[config.mk]
export PLATFORM = sky130hd
export DESIGN_NAME = display_scan_controller
export DESIGN_NICKNAME = d
export VERILOG_FILES = /design/src/rtl/display_pkg.sv /design/src/rtl/seg7_hex_decoder.sv /design/src/rtl/display_scan_controller.sv
export SDC_FILE = /design/constraint.sdc
export NUM_CORES = 1
export LEC_CHECK = 0
export ABC_CLOCK_PERIOD_IN_PS = 3150
export CAP_MARGIN = 5
export CORE_MARGIN = 2
export CORE_UTILIZATION = 45
export CTS_BUF_LIST = sky130_fd_sc_hd__clkbuf_8
export CTS_CLUSTER_DIAMETER = 120
export CTS_CLUSTER_SIZE = 25
export DETAILED_ROUTE_END_ITERATION = 8
export HOLD_SLACK_MARGIN = 0.02
export PLACE_DENSITY = 0.67
export RECOVER_POWER = 100
export SLEW_MARGIN = 20
export SYNTH_ARGS = -nofsm -noshare
export SYNTH_HDL_FRONTEND = slang
export SYNTH_SLANG_ARGS = --single-unit
[constraint.sdc]
create_clock -name i_Clk -period 3.15 [get_ports i_Clk]
set_clock_uncertainty 0.1 [all_clocks]
set_input_delay 0.63 -clock i_Clk [delete_from_list [all_inputs] [get_ports i_Clk]]
set_output_delay 0.63 -clock i_Clk [all_outputs]
set_load 0.02 [all_outputs]
[src/rtl/display_pkg.sv]
// Shared constants and types for the 4-digit 7-segment scan controller:
// digit count, digit-index type, blank pattern and the hex glyph table.
package display_pkg;

  localparam int N_DIGITS = 4;

  typedef logic [1:0] digit_idx_t;

  // Segment order is {g,f,e,d,c,b,a}, active high.
  localparam logic [6:0] SEG_BLANK = 7'h00;

  localparam logic [6:0] SEG_HEX [0:15] = '{
    7'h3F, 7'h06, 7'h5B, 7'h4F,   // 0 1 2 3
    7'h66, 7'h6D, 7'h7D, 7'h07,   // 4 5 6 7
    7'h7F, 7'h6F, 7'h77, 7'h7C,   // 8 9 A b
    7'h39, 7'h5E, 7'h79, 7'h71    // C d E F
  };

endpackage

[src/rtl/seg7_hex_decoder.sv]
// Combinational nibble-to-segment decoder using the shared glyph table.
module seg7_hex_decoder
  import display_pkg::*;
(
  input  logic [3:0] nibble_i,
  output logic [6:0] seg_o
);

  // Table lookup of the glyph for the incoming hex nibble.
  always_comb begin
    seg_o = SEG_HEX[nibble_i];
  end

endmodule

[src/rtl/display_scan_controller.sv]
// Time-multiplexed 4-digit 7-segment driver: prescaler-timed digit ring,
// PWM brightness, frame-aligned double buffering of the display value.
// Optional feature macro: LEADING_ZERO_BLANK_EN (blank leading zero digits
// 3..1; digit 0 always shown). Default build shows every digit's hex glyph.
module display_scan_controller
  import display_pkg::*;
#(
  parameter int SCAN_DIV = 50000,
  parameter int DIM_W    = 3
) (
  input  logic                i_Clk,
  input  logic                i_Rst,
  input  logic                i_En,
  input  logic [DIM_W-1:0]    i_Bright,
  input  logic                i_Load,
  input  logic [15:0]         i_Data,
  output logic [N_DIGITS-1:0] o_Anodo,
  output logic [1:0]          o_Sel,
  output logic [6:0]          o_Seg,
  output logic                o_Pend,
  output logic                o_Frame
);

  localparam int PRESC_W = (SCAN_DIV > 1) ? $clog2(SCAN_DIV) : 1;
  localparam logic [PRESC_W-1:0] PRESC_LAST = PRESC_W'(SCAN_DIV - 1);

  // Scan state
  logic [PRESC_W-1:0]  presc_q, presc_d;
  digit_idx_t          idx_q, idx_d;
  logic [DIM_W-1:0]    pwm_q, pwm_d;

  // Double-buffered display value
  logic [15:0]         disp_q, disp_d;
  logic [15:0]         pend_buf_q, pend_buf_d;
  logic                pend_q, pend_d;

  // Output registers
  logic [N_DIGITS-1:0] anodo_q, anodo_d;
  logic [1:0]          sel_q, sel_d;
  logic [6:0]          seg_q, seg_d;
  logic                frame_q, frame_d;

  // Combinational helpers
  logic                tick_s;
  logic                boundary_s;
  logic                blank_s;
  logic [3:0]          nibble_s;
  logic [6:0]          glyph_s;

  seg7_hex_decoder u_dec (
    .nibble_i (nibble_s),
    .seg_o    (glyph_s)
  );

  // Select the nibble of the digit currently being scanned.
  always_comb begin
    nibble_s = 4'h0;
    case (idx_q)
      2'd0:    nibble_s = disp_q[3:0];
      2'd1:    nibble_s = disp_q[7:4];
      2'd2:    nibble_s = disp_q[11:8];
      2'd3:    nibble_s = disp_q[15:12];
      default: nibble_s = 4'h0;
    endcase
  end

`ifdef LEADING_ZERO_BLANK_EN
  // Blank a digit when it and every higher digit are zero; digit 0 always lit.
  always_comb begin
    blank_s = 1'b0;
    case (idx_q)
      2'd0:    blank_s = 1'b0;
      2'd1:    blank_s = (disp_q[15:4] == 12'h000);
      2'd2:    blank_s = (disp_q[15:8] == 8'h00);
      2'd3:    blank_s = (disp_q[15:12] == 4'h0);
      default: blank_s = 1'b0;
    endcase
  end
`else
  // Leading-zero blanking not built: every digit shows its glyph.
  always_comb begin
    blank_s = 1'b0;
  end
`endif

  // Next-state for prescaler, digit ring, PWM counter and display buffers.
  always_comb begin
    tick_s     = (presc_q == PRESC_LAST);
    boundary_s = tick_s && (idx_q == 2'd3);

    if (tick_s) begin
      presc_d = PRESC_W'(0);
      idx_d   = idx_q + 2'd1;
    end else begin
      presc_d = presc_q + PRESC_W'(1);
      idx_d   = idx_q;
    end

    pwm_d = pwm_q + DIM_W'(1);

    disp_d     = disp_q;
    pend_buf_d = pend_buf_q;
    pend_d     = pend_q;
    // A load on the boundary cycle bypasses the pending buffer entirely.
    if (i_Load && boundary_s) begin
      disp_d = i_Data;
      pend_d = 1'b0;
    end else if (i_Load) begin
      pend_buf_d = i_Data;
      pend_d     = 1'b1;
    end else if (boundary_s && pend_q) begin
      disp_d = pend_buf_q;
      pend_d = 1'b0;
    end else begin
      pend_d = pend_q;
    end
  end

  // Next values of the registered pin outputs.
  always_comb begin
    sel_d = idx_q;
    if (i_En && (pwm_q <= i_Bright)) begin
      anodo_d = N_DIGITS'(4'b0001 << idx_q);
    end else begin
      anodo_d = {N_DIGITS{1'b0}};
    end
    if (i_En && !blank_s) begin
      seg_d = glyph_s;
    end else begin
      seg_d = SEG_BLANK;
    end
    frame_d = boundary_s;
  end

  // State and output registers with synchronous reset.
  always_ff @(posedge i_Clk) begin
    if (i_Rst) begin
      presc_q    <= PRESC_W'(0);
      idx_q      <= 2'd0;
      pwm_q      <= DIM_W'(0);
      disp_q     <= 16'h0000;
      pend_buf_q <= 16'h0000;
      pend_q     <= 1'b0;
      anodo_q    <= {N_DIGITS{1'b0}};
      sel_q      <= 2'd0;
      seg_q      <= 7'h00;
      frame_q    <= 1'b0;
    end else begin
      presc_q    <= presc_d;
      idx_q      <= idx_d;
      pwm_q      <= pwm_d;
      disp_q     <= disp_d;
      pend_buf_q <= pend_buf_d;
      pend_q     <= pend_d;
      anodo_q    <= anodo_d;
      sel_q      <= sel_d;
      seg_q      <= seg_d;
      frame_q    <= frame_d;
    end
  end

  assign o_Anodo = anodo_q;
  assign o_Sel   = sel_q;
  assign o_Seg   = seg_q;
  assign o_Pend  = pend_q;
  assign o_Frame = frame_q;

endmodule

=== Yosys cells after proc, flatten, opt, wreduce, memory -nomap -nowiden ===
Memories as Yosys holds them, arrays and structs flattened. A register that Yosys moved wholly into a read port is not among the register bits.
Index checks and enable logic that the tools add are counted.

* Memories kept: 1
* Latch bits: 0
* Memory bits (writable): 0
* Bits in registers: 61
* Memory bits (read-only): 112
* Input port bits: 23
* Word-level logic and storage cells: 43

{| class="wikitable"
|+ Memory list
! memory !! words !! bits a word !! rd ports !! clocked after Yosys merged registers in !! write ports !! RTL line !! text
|-
| (no name shown) || 16 || 7 || 1 || 1 || 0 || seg7_hex_decoder.sv:11 || <nowiki>seg_o = SEG_HEX[nibble_i];</nowiki>
|}

* $lt $le $gt $ge: 1
* Equality and inequality tests: 5
* Shifts and indexed selects: 1
* Div/mod/pow operators: 0
* Bitwise gates (word level): 4
* Multiply operators: 0
* Muxes and demuxes: 6
* Reduce and logical (&&, ||, !) cells: 13
* $add $sub $neg: 3

{| class="wikitable"
|+ Operators by type and width
! kind !! number
|-
| two-way mux 16 bit || 3
|-
| adder 16 x 1 -> 16 bit (second input constant) || 1
|-
| == test 16 bit (second input constant) || 1
|-
| case mux 4 bit (4 select lines) || 1
|-
| OR reduction 2 bit || 4
|-
| inverter 4 -> 5 bit || 1
|-
| == test 2 bit (second input constant) || 2
|-
| logical AND 1 bit || 4
|-
| AND reduction 2 bit || 2
|-
| nonzero test 2 bit || 2
|-
| left shift 1 x 2 -> 4 bit (first input constant) || 1
|-
| adder 3 x 1 -> 3 bit (second input constant) || 1
|-
| less-or-equal comparator 3 bit || 1
|-
| inverter 1 bit || 3
|-
| adder 2 x 1 -> 2 bit (second input constant) || 1
|-
| == test 2 x 1 -> 1 bit (second input constant) || 1
|-
| logical NOT 2 bit || 1
|-
| two-way mux 1 bit || 2
|-
| inequality test 2 x 1 -> 1 bit (second input constant) || 1
|}

=== Logic depth before layout (Yosys ltp) ===
* Depth after elaboration: 6
* Gate-level depth with buffers: 10
* Gate-level depth less buffers: 10

=== Cells and area by module ===
From an unflattened synthesis, not the netlist that was laid out.

* Cell total of the unflattened synthesis: 356
* Area, all modules: 3394.5 µm²

{| class="wikitable"
|+ Modules (own cells, without submodules)
! module !! sequential area each (µm²) !! cells each !! area an instance (µm²) !! times used
|-
| display_scan_controller || 1361.3 || 323 || 3105.5 || 1
|-
| seg7_hex_decoder || 0.0 || 33 || 289.0 || 1
|}

=== Least setup slack after synthesis ===
OpenSTA, ideal clock, no wires.

* Path type: reg-to-reg
* Start: register idx_q[1]
* End: register seg_q[0] (netlist: o_Seg[0])
* Buffers on the path: 0
* Arrival: 2.274 ns
* Period minus slack after synthesis: 2.439 ns
* Path slack: 0.711 ns
* Cell stages (with the launch flop): 11
* Setup time: 0.064 ns
* Data required time: 2.986 ns
* Cells stage by stage: dfxtp_1 -> inv_1 -> ha_1 -> a222oi_1 -> nand2_1 -> o21ai_0 -> inv_1 -> ha_1 -> or3_1 -> o311a_1 -> nor2_1

* Cells in the longest elaborated chain, start to end: 3
* Elaborated cells on any way between the ends: 6
* Those cells by class: eq/ne (3); mux (1); bitwise (1); reduce/logical (1)

{| class="wikitable"
|+ Ends and longest elaborated chain
! item !! RTL line !! text
|-
| start: declaration || display_scan_controller.sv:29 || <nowiki>digit_idx_t idx_q, idx_d;</nowiki>
|-
| start signal: assignment || display_scan_controller.sv:150 || <nowiki>idx_q <= idx_d;</nowiki>
|-
| == test 2 bit, or another cell as far along || display_scan_controller.sv:58 || <nowiki>case (idx_q)</nowiki>
|-
| case mux 4 bit (4 select lines) (*) || display_scan_controller.sv:58 ||
|-
| inverter 4 -> 5 bit (implied by the code) (*) || seg7_hex_decoder.sv:11 ||
|-
| end: declaration || display_scan_controller.sv:40 || <nowiki>logic [6:0] seg_q, seg_d;</nowiki>
|}

Mark *: on every way between the ends. The rest lies on a longest branch, timed or not.
A chain may end at the register's enable or synchronous reset.

=== Final worst setup path ===
Ends and elaborated chain as after synthesis.

==> impl_results.md <==
* Final period util at roughly 88%
* Worst endpoint required time at 3.32 ns
* Clock Power Share at 41.0%
* Largest net degree at the start of global routing at 43
* TritonCTS Sinks at approximately 70
* Cts repair resizes at 0
* EDFF count, synth at 0
* Maximum level of the CTS H-tree at 3
* Post-synthesis net count at around 390
* Slew Limit Headroom at 15.2%
* Sequential-to-total area share from yosys stat at 41.9%
* Initial cell density of the core at between 40 and 50%
* Total power at 0.00176 W
* Crit Path Class: flop to flop
* Synth warnings at 0
* Fin Setup TNS at 0 ns
* R2R Path End: o_Seg[0]
* Critical path origin: idx_q[1]
* Die Ht at just under 90 um
* Hold Fails Final Rpt at 0
* Placed cells at 469
* Rows at 30
* Total CTS buffers at 9
* #FFs+latches synth at around 70
* DR pass1 iterations at 4
* Worst Tran Pin Value at about 1.3 ns
* Switching power at 0.000407 W
* Final worst path period need at between 2 and 3 ns
* Vias at 2504
* Number of port buffers at 37
* Sequential power share at between 50% and 60%
* Area of the die at 0.00791 sq mm
* Detailed Place HPWL at 4460 um
* Cell taking the most area after synthesis: dfxtp_1
* Top cells by count, synth: dfxtp_1, nor2_1, nand2_1, mux2i_1, ha_1
* Leakage at ~1.5 nW
* Vias per cell at roughly 5.2
* FF-to-FF setup slack at 0.39 ns
* Data arrival, critical path at 2.93 ns
* Gate Count Post-Synth at 350
* Area Growth Syn to Fin at 17.9%
* Ys flop type: dfxtp_1
* Pins over their slew limit at 0
* Worst Setup Start Kind: flop
* Top cell type's share of synthesized area at 41.9%
* Drt wl/cell at 13.6 um
* Final setup fails at 0
* IR drop worst, VDD at approximately 0.22 mV
* Crit-path slowest cell: dfxtp_1
* Vias in the first global route at 2286
* Routability-driven placement congestion ratio at 0.755
* F_max at about 360 MHz
* Slowest Stage Delay on Critical Path at 0.41 ns
* CTS hold repair buffers at 0
* Power Density at 461 mW/mm^2
* Initial antenna violation count at 0
* Root buffer cell: clkbuf_8
* Hold Crit Class: flop to flop
* Async SR Flop Fraction at 0%
* FILL cells at 642
* Buf/Inv on CP at 2
* DRC violations left at 0
* RSZ-0062 raised after global routing: false
* Drt initial violations at 138
* Share of cells above drive strength 1 at 8.74%
* Clock buffer depth at 2
* Utilization after layout at 55.7%
* Combinational share of power at 8.2%
* Syn_area_per_cell at 9.27 sq um
* Synth Cell Area at 0.00325 sq mm
* I/O pins at 38
* Max cap viols at 0
* Critical path depth at 10
* Die X at around 89 um
* Worst-Skew Late Latency at ~0.33 ns
* Postcts setup bufs at 0
* Top post-synthesis cells by area: dfxtp_1, mux2i_1, ha_1
* Non-filler cells, final at 485
* Post-synthesis cell type count at 42
* Status: finished clean
* CTS tree: built
* R2R cell count at 10
* Core ar. at 0.00687 sq mm
* Reg clk slew, reported paths at 0.07 ns
* Largest delay share family, worst path: compound AO/OA/AOI/OAI gates
* Critical path cell sequence: inv_1 > ha_1 > a222oi_1 > nand2_1 > o21ai_0 > inv_1 > ha_1 > or3_1 > o311a_1 > nor2_1
* GRT Overall Usage at 18.1%
* R2r startpoint: idx_q[1]
* Sw Ratio at 23.0%
* Setup crit end: o_Seg[0]
* ANT nets after route at 0
* Total wire length at 6600 um
* CP max FO at 7
* First-pass GRT wire length at between 10000 and 15000 um
* Gr ovfl total at 0
* Power Internal at 0.00136 W
* Layout Nets at 423
* Hold WS at between 0.3 and 0.4 ns
* CP endpoint kind: flop
* Top-count cell post-synth: dfxtp_1
* Antenna Diode Count at 0
-- flip-flops by register name, indices dropped and copies added (netlist names) --
| name | flops |
|---|---|
| o_Seg | 7 |
| idx_q | 2 |
| o_Frame | 1 |
| pend_buf_q | 16 |
| disp_q | 16 |
| o_Sel | 2 |
| o_Anodo | 4 |
| o_Pend | 1 |
| pwm_q | 3 |
| presc_q | 16 |
-- area by class of cell --
type / instances / area, sq um / share of cell area (%)
clock buffer: 11 / 151 / 3.96
multi-input combinational: 250 / 1690 / 44.2
clock inverter: 5 / 51.3 / 1.34
inverter: 13 / 48.8 / 1.28
timing repair buffer: 42 / 402 / 10.5
sequential: 68 / 1360 / 35.6
tap: 96 / 120 / 3.14
-- metrics by stage --
step	setup slack [ns]	instance area (sq um)
5_1_grt	0.189	3830
3_3_place_gp	0.519	3670
4_1_cts	0.407	3870
3_5_place_dp	0.427	3670
6_report	0.393	3830
2_1_floorplan	0.711	3250
-- placed cells by master, fill, tap and decap left out, types with 5 or more instances in the layout --
cell              n
clkdlybuf4s50_1  20
and3_1            5
dfxtp_1          68
xnor2_1           9
mux2i_1          34
inv_1            13
nor3_1            6
a21oi_1          11
nand2_1          44
nor2_1           48
dlygate4sd3_1    17
xor2_1            6
a21oi_2           9
ha_1             16
clkbuf_8         11
o211ai_1         16
o21ai_0           5
-- worst min path at each step --
| stage | startpoint | depth (start not counted) | end | slack (ns) |
|---|---|---|---|---|
| floorplan | pwm_q[0] | 1 | pwm_q[0] | 0.32 |
| global placement | presc_q[0] | 1 | presc_q[0] | 0.33 |
| detailed placement | pwm_q[0] | 1 | pwm_q[0] | 0.34 |
| CTS | pwm_q[0] | 1 | pwm_q[0] | 0.35 |
| global route | presc_q[0] | 1 | presc_q[0] | 0.37 |
| finish | pwm_q[0] | 1 | pwm_q[0] | 0.35 |
-- logic make-up (layout without fill, tap and decap cells) --
group                    count (synthesis)  after routing  synth area share (%)
AO/OA/AOI/OAI                           57             57                  14.4
XOR/XNOR                                15             15                  4.05
adder cells (fa/ha/maj)                 16             16                  6.17
buffers and inverters                   32             71                  4.78
flip-flops                              68             68                  41.9
multiplexers                            36             36                  11.2
AND/OR/NAND/NOR                        126            126                  17.5
-- power groups by stage --
stage	logic (W)	registers, W	clock network (W)
6_report	0.000145	0.000896	0.000723
5_1_grt	0.000161	0.000898	0.000782
4_1_cts	0.000153	0.000896	0.000741
3_5_place_dp	0.000152	0.000916	0
3_3_place_gp	0.000149	0.000915	0
2_1_floorplan	0.0000846	0.000921	0
-- metal layers --
metal  GRT usage (%)  vias to the layer above  share of wire [%]
met1            25.3                     1179                 49
met3            3.14                        8                3.4
met5               0                        -                  0
met2            27.5                       37                 46
li1                -                     1280                  -
met4            7.85                        0                1.6
Note: power is estimated with default switching activity, not from simulation.
